$ cat config.mk
export PLATFORM = sky130hd
export DESIGN_NAME = fetch_stage_flat
export DESIGN_NICKNAME = d
export VERILOG_FILES = /design/src/rtl/arm_fetch_pkg.sv /design/src/rtl/fetch_stage_if.sv /design/src/rtl/fetch_stage_if_id_reg.sv /design/src/rtl/fetch_stage.sv /design/src/flat_wrapper.sv
export SDC_FILE = /design/constraint.sdc
export NUM_CORES = 1
export LEC_CHECK = 0
export ABC_AREA = 1
export ABC_CLOCK_PERIOD_IN_PS = 1800
export BUFFER_PORTS_ARGS = -buffer_cell sky130_fd_sc_hd__buf_2
export CORE_MARGIN = 4
export CORE_UTILIZATION = 47
export DETAILED_ROUTE_END_ITERATION = 7
export PLACE_DENSITY_LB_ADDON = 0.08
export SLEW_MARGIN = 20
export SYNTH_ARGS = -nofsm -noshare
export SYNTH_HDL_FRONTEND = slang
export SYNTH_SLANG_ARGS = --single-unit
$ cat constraint.sdc
create_clock -name clk -period 1.8 [get_ports clk]
set_input_delay 0.36 -clock clk [delete_from_list [all_inputs] [get_ports clk]]
set_output_delay 0.36 -clock clk [all_outputs]
set_load 0.005 [all_outputs]
$ cat src/rtl/arm_fetch_pkg.sv
// +----------------------------------------------------------------------+
// | arm_fetch_pkg : shared types and constants for the ARM fetch stage    |
// | Revision      : 1.0                                                    |
// +----------------------------------------------------------------------+
`default_nettype none

package arm_fetch_pkg;

  typedef enum logic [1:0] {
    BOOT  = 2'd0,
    FETCH = 2'd1,
    HOLD  = 2'd2
  } fetch_state_t;

  // MOV r0,r0 fills the IF/ID slot whenever it holds no live instruction
  localparam logic [31:0] INSTR_NOP = 32'hE1A0_0000;
  localparam logic [31:0] PC_STEP   = 32'd4;
  localparam logic [31:0] PC_R15    = 32'd8;

  function automatic logic [31:0] word_align(input logic [31:0] addr);
    return {addr[31:2], 2'b00};
  endfunction

endpackage

`default_nettype wire

$ cat src/rtl/fetch_stage_if.sv
// +----------------------------------------------------------------------+
// | fetch_stage_if : imem, redirect and IF/ID handshake bundle            |
// | Revision       : 1.0                                                   |
// +----------------------------------------------------------------------+
`default_nettype none

interface fetch_stage_if;
  logic [31:0] imem_a;
  logic [31:0] imem_rd;
  logic        branch_taken;
  logic [31:0] branch_target;
  logic        id_ready;
  logic        id_valid;
  logic [31:0] id_instr;
  logic [31:0] id_pc;
  logic [31:0] id_pcplus8;

  modport master (
    output imem_a, id_valid, id_instr, id_pc, id_pcplus8,
    input  imem_rd, branch_taken, branch_target, id_ready
  );

  modport slave (
    input  imem_a, id_valid, id_instr, id_pc, id_pcplus8,
    output imem_rd, branch_taken, branch_target, id_ready
  );
endinterface

`default_nettype wire

$ cat src/rtl/fetch_stage_if_id_reg.sv
// +----------------------------------------------------------------------+
// | if_id_reg : load/flush/hold pipeline register {valid,instr,pc,pc+8}   |
// | Revision  : 1.0                                                        |
// +----------------------------------------------------------------------+
`default_nettype none

module if_id_reg
  import arm_fetch_pkg::*;
(
  input  wire logic        clk,
  input  wire logic        reset_n,
  input  wire logic        i_load,
  input  wire logic        i_flush,
  input  wire logic [31:0] i_instr,
  input  wire logic [31:0] i_pc,
  input  wire logic [31:0] i_pcplus8,
  output logic             o_valid,
  output logic [31:0]      o_instr,
  output logic [31:0]      o_pc,
  output logic [31:0]      o_pcplus8
);

  // Flush wins over load; pc fields are left stale since valid=0 masks them
  always_ff @(posedge clk or negedge reset_n) begin
    if (!reset_n) begin
      o_valid   <= 1'b0;
      o_instr   <= INSTR_NOP;
      o_pc      <= 32'd0;
      o_pcplus8 <= 32'd0;
    end else if (i_flush) begin
      o_valid   <= 1'b0;
      o_instr   <= INSTR_NOP;
    end else if (i_load) begin
      o_valid   <= 1'b1;
      o_instr   <= i_instr;
      o_pc      <= i_pc;
      o_pcplus8 <= i_pcplus8;
    end
  end

endmodule

`default_nettype wire

$ cat src/rtl/fetch_stage.sv
// +----------------------------------------------------------------------+
// | fetch_stage : PC, fetch FSM, redirect/flush and retired-fetch count   |
// | Revision    : 1.0                                                      |
// +----------------------------------------------------------------------+
`default_nettype none

module fetch_stage
  import arm_fetch_pkg::*;
#(
  parameter logic [31:0] RESET_PC = 32'h0000_0000,
  parameter int          CNT_W    = 32
) (
  input  wire logic             clk,
  input  wire logic             reset_n,
  fetch_stage_if.master         bus,
  output logic                  fetch_misalign,
  output logic [CNT_W-1:0]      fetch_count
);

  localparam logic [CNT_W-1:0] c_cnt_one = {{(CNT_W-1){1'b0}}, 1'b1};

  fetch_state_t     r_state;
  logic [31:0]      r_pc;
  logic             r_misalign;
  logic [CNT_W-1:0] r_count;

  logic             w_id_valid;
  logic             w_advance;
  logic             w_flush;
  logic             w_load;
  logic             w_xfer;
  logic [31:0]      w_pcplus8;

  assign w_advance = !w_id_valid || bus.id_ready;
  assign w_flush   = bus.branch_taken;
  assign w_load    = !w_flush && (r_state != BOOT) && w_advance;
  // A transfer coinciding with a redirect is discarded, so it is not counted
  assign w_xfer    = w_id_valid && bus.id_ready && !w_flush;
  assign w_pcplus8 = r_pc + PC_R15;

  assign bus.imem_a   = r_pc;
  assign bus.id_valid = w_id_valid;
  assign fetch_misalign = r_misalign;
  assign fetch_count    = r_count;

  always_ff @(posedge clk or negedge reset_n) begin
    if (!reset_n) begin
      r_state    <= BOOT;
      r_pc       <= RESET_PC;
      r_misalign <= 1'b0;
      r_count    <= '0;
    end else begin
      if (w_xfer) begin
        r_count <= r_count + c_cnt_one;
      end
      if (w_flush) begin
        r_pc    <= word_align(bus.branch_target);
        r_state <= FETCH;
        if (bus.branch_target[1:0] != 2'b00) begin
          r_misalign <= 1'b1;
        end
      end else begin
        if (w_load) begin
          r_pc <= r_pc + PC_STEP;
        end
        r_state <= w_advance ? FETCH : HOLD;
      end
    end
  end

  if_id_reg u_if_id (
    .clk       (clk),
    .reset_n   (reset_n),
    .i_load    (w_load),
    .i_flush   (w_flush),
    .i_instr   (bus.imem_rd),
    .i_pc      (r_pc),
    .i_pcplus8 (w_pcplus8),
    .o_valid   (w_id_valid),
    .o_instr   (bus.id_instr),
    .o_pc      (bus.id_pc),
    .o_pcplus8 (bus.id_pcplus8)
  );

endmodule

`default_nettype wire

$ cat src/flat_wrapper.sv
// flat-port wrapper written by rule: the top's interface ports become plain ports
module fetch_stage_flat import arm_fetch_pkg::*;
#(
  parameter logic [31:0] RESET_PC = 32'h0000_0000,
  parameter int          CNT_W    = 32
)
  (clk, reset_n, fetch_misalign, fetch_count, bus_imem_a, bus_id_valid, bus_id_instr, bus_id_pc, bus_id_pcplus8, bus_imem_rd, bus_branch_taken, bus_branch_target, bus_id_ready);
  fetch_stage_if bus_i ();
  input  wire logic clk;
  input  wire logic reset_n;
  output logic fetch_misalign;
  output logic [CNT_W-1:0] fetch_count;
  output wire logic [$bits(bus_i.imem_a)-1:0] bus_imem_a;
  output wire logic [$bits(bus_i.id_valid)-1:0] bus_id_valid;
  output wire logic [$bits(bus_i.id_instr)-1:0] bus_id_instr;
  output wire logic [$bits(bus_i.id_pc)-1:0] bus_id_pc;
  output wire logic [$bits(bus_i.id_pcplus8)-1:0] bus_id_pcplus8;
  input wire logic [$bits(bus_i.imem_rd)-1:0] bus_imem_rd;
  input wire logic [$bits(bus_i.branch_taken)-1:0] bus_branch_taken;
  input wire logic [$bits(bus_i.branch_target)-1:0] bus_branch_target;
  input wire logic [$bits(bus_i.id_ready)-1:0] bus_id_ready;
  assign bus_imem_a = bus_i.imem_a;
  assign bus_id_valid = bus_i.id_valid;
  assign bus_id_instr = bus_i.id_instr;
  assign bus_id_pc = bus_i.id_pc;
  assign bus_id_pcplus8 = bus_i.id_pcplus8;
  assign bus_i.imem_rd = bus_imem_rd;
  assign bus_i.branch_taken = bus_branch_taken;
  assign bus_i.branch_target = bus_branch_target;
  assign bus_i.id_ready = bus_id_ready;
  fetch_stage #(.RESET_PC(RESET_PC), .CNT_W(CNT_W)) u_core (.clk(clk), .reset_n(reset_n), .bus(bus_i), .fetch_misalign(fetch_misalign), .fetch_count(fetch_count));
endmodule
==> impl_metrics.csv <==
group,metric,value,unit
critical_path,worstPathArrival,2.00,ns
floorplanning,die_area,19100,um^2
critical_path,crit_type,"reg -> reg",
sta,setup_slack,0.102,ns
detailed_routing,drt_iter0_markers,619,
synthesis,yosysSeqAreaShare,49.5,%
clock_tree,clock_latency,0.43,ns
power,cellLeakagePower,5.02,nW
global_routing,antenna_found_initial,0,
global_routing,grt_first_pass_wirelength,38.9,mm
layout,design_area,10100,um^2
global_routing,grt_remaining_overflow,0,
min_path,hp-class,"in -> reg",
clock_tree,cts_buffers,17,
global_routing,grt_pass1_vias,7191,
global_routing,track_usage,25.2,%
detailed_routing,drt.antenna.violating_nets,0,
placed_design,gp_congestion,0.903,
layout,fillerInstances,1500,
global_routing,grtUsageMet2,36.6,%
detailed_routing,routed_wl,23.7,mm
sta,hold_violations,0,
detailed_routing,routed_via_density,5.19,
clock_tree,cts_tree,"done",
synthesis,synth_top_area_cell,"dfrtp_1",
synthesis,ys_warn_count,0,
power,power_density,970,nW/um^2
floorplanning,rows,47,
layout,diodes,0,
detailed_routing,drt_pass1_iterations,7,
synthesis,ys_seq_elements,157,
power,finalPower,9.84,mW
sta,fin_crit,1.70,ns
placed_design,dp_hpwl,17.7,mm
placed_design,place_area,9500,um^2
floorplanning,io_pins,230,
min_path,hold_depth,2,
critical_path,start_kind,"flop",
synthesis,avgSynthCellArea,8.23,um^2
layout,final_cell_mix,"285 x nand2_1, 222 x buf_2, 149 x dfrtp_1, 108 x nor2_1, 77 x nand3_1",
critical_path,r2r_cells,8,
sta,clock.fmax,589,MHz
sta,fin_skew,0.00925,ns
layout,drive_gt1_share,27.5,%
global_routing,grt_max_degree,84,
placed_design,dp_slack,0.123,ns
min_path,hp-start,"bus_imem_rd[17]",
floorplanning,initial_core_util,47.9,%
global_routing,grt-busiest-layer,"met1",
clock_tree,clk_pin_slew,0.06,ns
sta,rsz0062_at_grt,"no",
layout,nets,1282,
placed_design,io_buffer_count,223,
detailed_routing,drcViolationCount,0,
clock_tree,root_buffer,"clkbuf_16",
critical_path,r2r_start,"u_core.bus.imem_a[2]$_DFFE_PN0P_",
status,status,"finished clean",
floorplanning,die_y,138,um
layout,area_delta_synth_final,27.6,%
sta,slew_violations,0,
critical_path,worstPathRequired,2.11,ns
synthesis,netlist_instances,966,
synthesis,yosysUniqueCellTypes,38,
critical_path,path_max_fanout,7,
detailed_routing,num_vias,7501,
sta,setup_viol,0,
critical_path,r2r_setup_slack,0.10,ns
floorplanning,fp.dieW,138,um
global_routing,use_met3,6.53,%
layout,layout_commonest_cell,"nand2_1",
floorplanning,core-area,16600,um^2
synthesis,synth_top_area_share,47.5,%
sta,hold_ws,0.154,ns
min_path,min_to,"u_core.u_if_id.o_instr[17]$_DFFE_PN0P_",
clock_tree,cts_buffer_depth,2,
synthesis,synth.top_cells.by_area,"dfrtp_1 48%, nand2_1 13%, nor2_1 5.2%",
clock_tree,cts_sinks,157,
job,max_cap_viol_count,0,
power,vdd_drop_max,0.743,mV
clock_tree,htree_levels,4,
global_routing,grt_use_met1,38.1,%
sta,fin_crit_sh,94.3,%
critical_path,worstSetupEndpointType,"flop",
sta,tns,0,ns
detailed_routing,wire_per_inst,16.4,um
critical_path,timing.rr.end,"u_core.bus.imem_a[26]$_DFFE_PN0P_",
synthesis,mappedNetlistArea,7950,um^2
critical path, stage by stage, from the launching register on:
cell     delay [ns]
dfrtp_1        0.38
ha_1           0.22
inv_1          0.07
nor2_2         0.20
nand2_1        0.15
nor2_4         0.25
nand2_1        0.12
o21ai_1        0.13
nand3_1        0.07
worst max path at each step:
stage,from,to,slack [ns]
after floorplan,u_core.bus.imem_a[4]$_DFFE_PN0P_,u_core.bus.imem_a[29]$_DFFE_PN0P_,0.25
after global placement,u_core.bus.imem_a[16]$_DFFE_PN0P_,u_core.u_if_id.o_pcplus8[31]$_DFFE_PN0P_,0.11
after detailed placement,u_core.bus.imem_a[5]$_DFFE_PN0P_,u_core.u_if_id.o_pcplus8[24]$_DFFE_PN0P_,0.12
after CTS,u_core.bus.imem_a[5]$_DFFE_PN0P_,u_core.u_if_id.o_pcplus8[24]$_DFFE_PN0P_,0.12
after global routing,u_core.bus.imem_a[3]$_DFFE_PN0P_,u_core.bus.imem_a[15]$_DFFE_PN0P_,0.0002
final,u_core.bus.imem_a[2]$_DFFE_PN0P_,u_core.bus.imem_a[26]$_DFFE_PN0P_,0.10
flip-flops by register name (all words and copies together), names as in the netlist:
| name | cells |
|---|---|
| u_core.u_if_id.o_pcplus8 | 29 |
| u_core.u_if_id.o_valid | 1 |
| u_core.fetch_misalign | 1 |
| u_core.fetch_count | 32 |
| u_core.u_if_id.o_pc | 30 |
| u_core.r_state | 2 |
| u_core.u_if_id.o_instr | 32 |
| u_core.bus.imem_a | 30 |
final cells by class:
cell class                 count  area (um^2)  area share (%)
multi-input combinational    692         3480            34.3
timing repair buffer         266         1540            15.1
tap                          220          275            2.71
clock inverter                12          163            1.60
sequential                   157         3940            38.8
inverter                      77          290            2.86
clock buffer                  20          457            4.50
power by group:
| part | leakage [nW] | switching, mW | total, mW | internal, mW |
|---|---|---|---|---|
| combinational | 2.73 | 0.976 | 1.74 | 0.767 |
| sequential | 1.99 | 0.353 | 4.31 | 3.95 |
| clock | 0.297 | 1.52 | 3.79 | 2.27 |
stage by stage:
step | instances | util [%]
after floorplan | 971 | -
after detailed placement | 1410 | 57.3
after CTS | 1443 | 61.1
final | 1444 | 61.1
after global routing | 1444 | 61.1
after global placement | 1410 | 57.3
cell usage after synthesis, drive strengths merged:
cell type	instances
a21oi	3
a22o	26
a22oi	23
buf	39
clkbuf	6
clkinv	1
conb	1
dfrtp	151
dfstp	6
ha	3
inv	76
nand2	289
nand3	81
nand3b	3
nand4	19
nor2	128
nor3	9
o211ai	10
o21a	2
o21ai	49
o21bai	3
o221ai	2
o22a	6
xnor2	9
xor2	21
layer usage:
metal / part of all wire (%) / vias up
li1: - / 3640
met1: 47 / 3525
met2: 43 / 314
met3: 8.5 / 22
met4: 1.1 / 0
met5: 0 / -
what timing repair did:
action / CTS / global route
hold buffers: 1 / 0
hold endpoints to repair: 31 / 0
resized for setup: 0 / 4
setup endpoints to repair: 0 / 6
setup buffers: 0 / 1
cells by family (layout without fill, tap and decap cells):
kind of cell | Yosys count | in the layout | share of synthesized area (%)
fa+ha+maj | 3 | 3 | 0.472
flops | 157 | 157 | 49.5
simple gates | 529 | 529 | 28.8
xor+xnor | 30 | 30 | 3.31
buf+inv | 122 | 375 | 7.16
compound gates | 124 | 124 | 10.7
other cells | 1 | 6 | 0.0472
(Power assumes the default switching activity.)
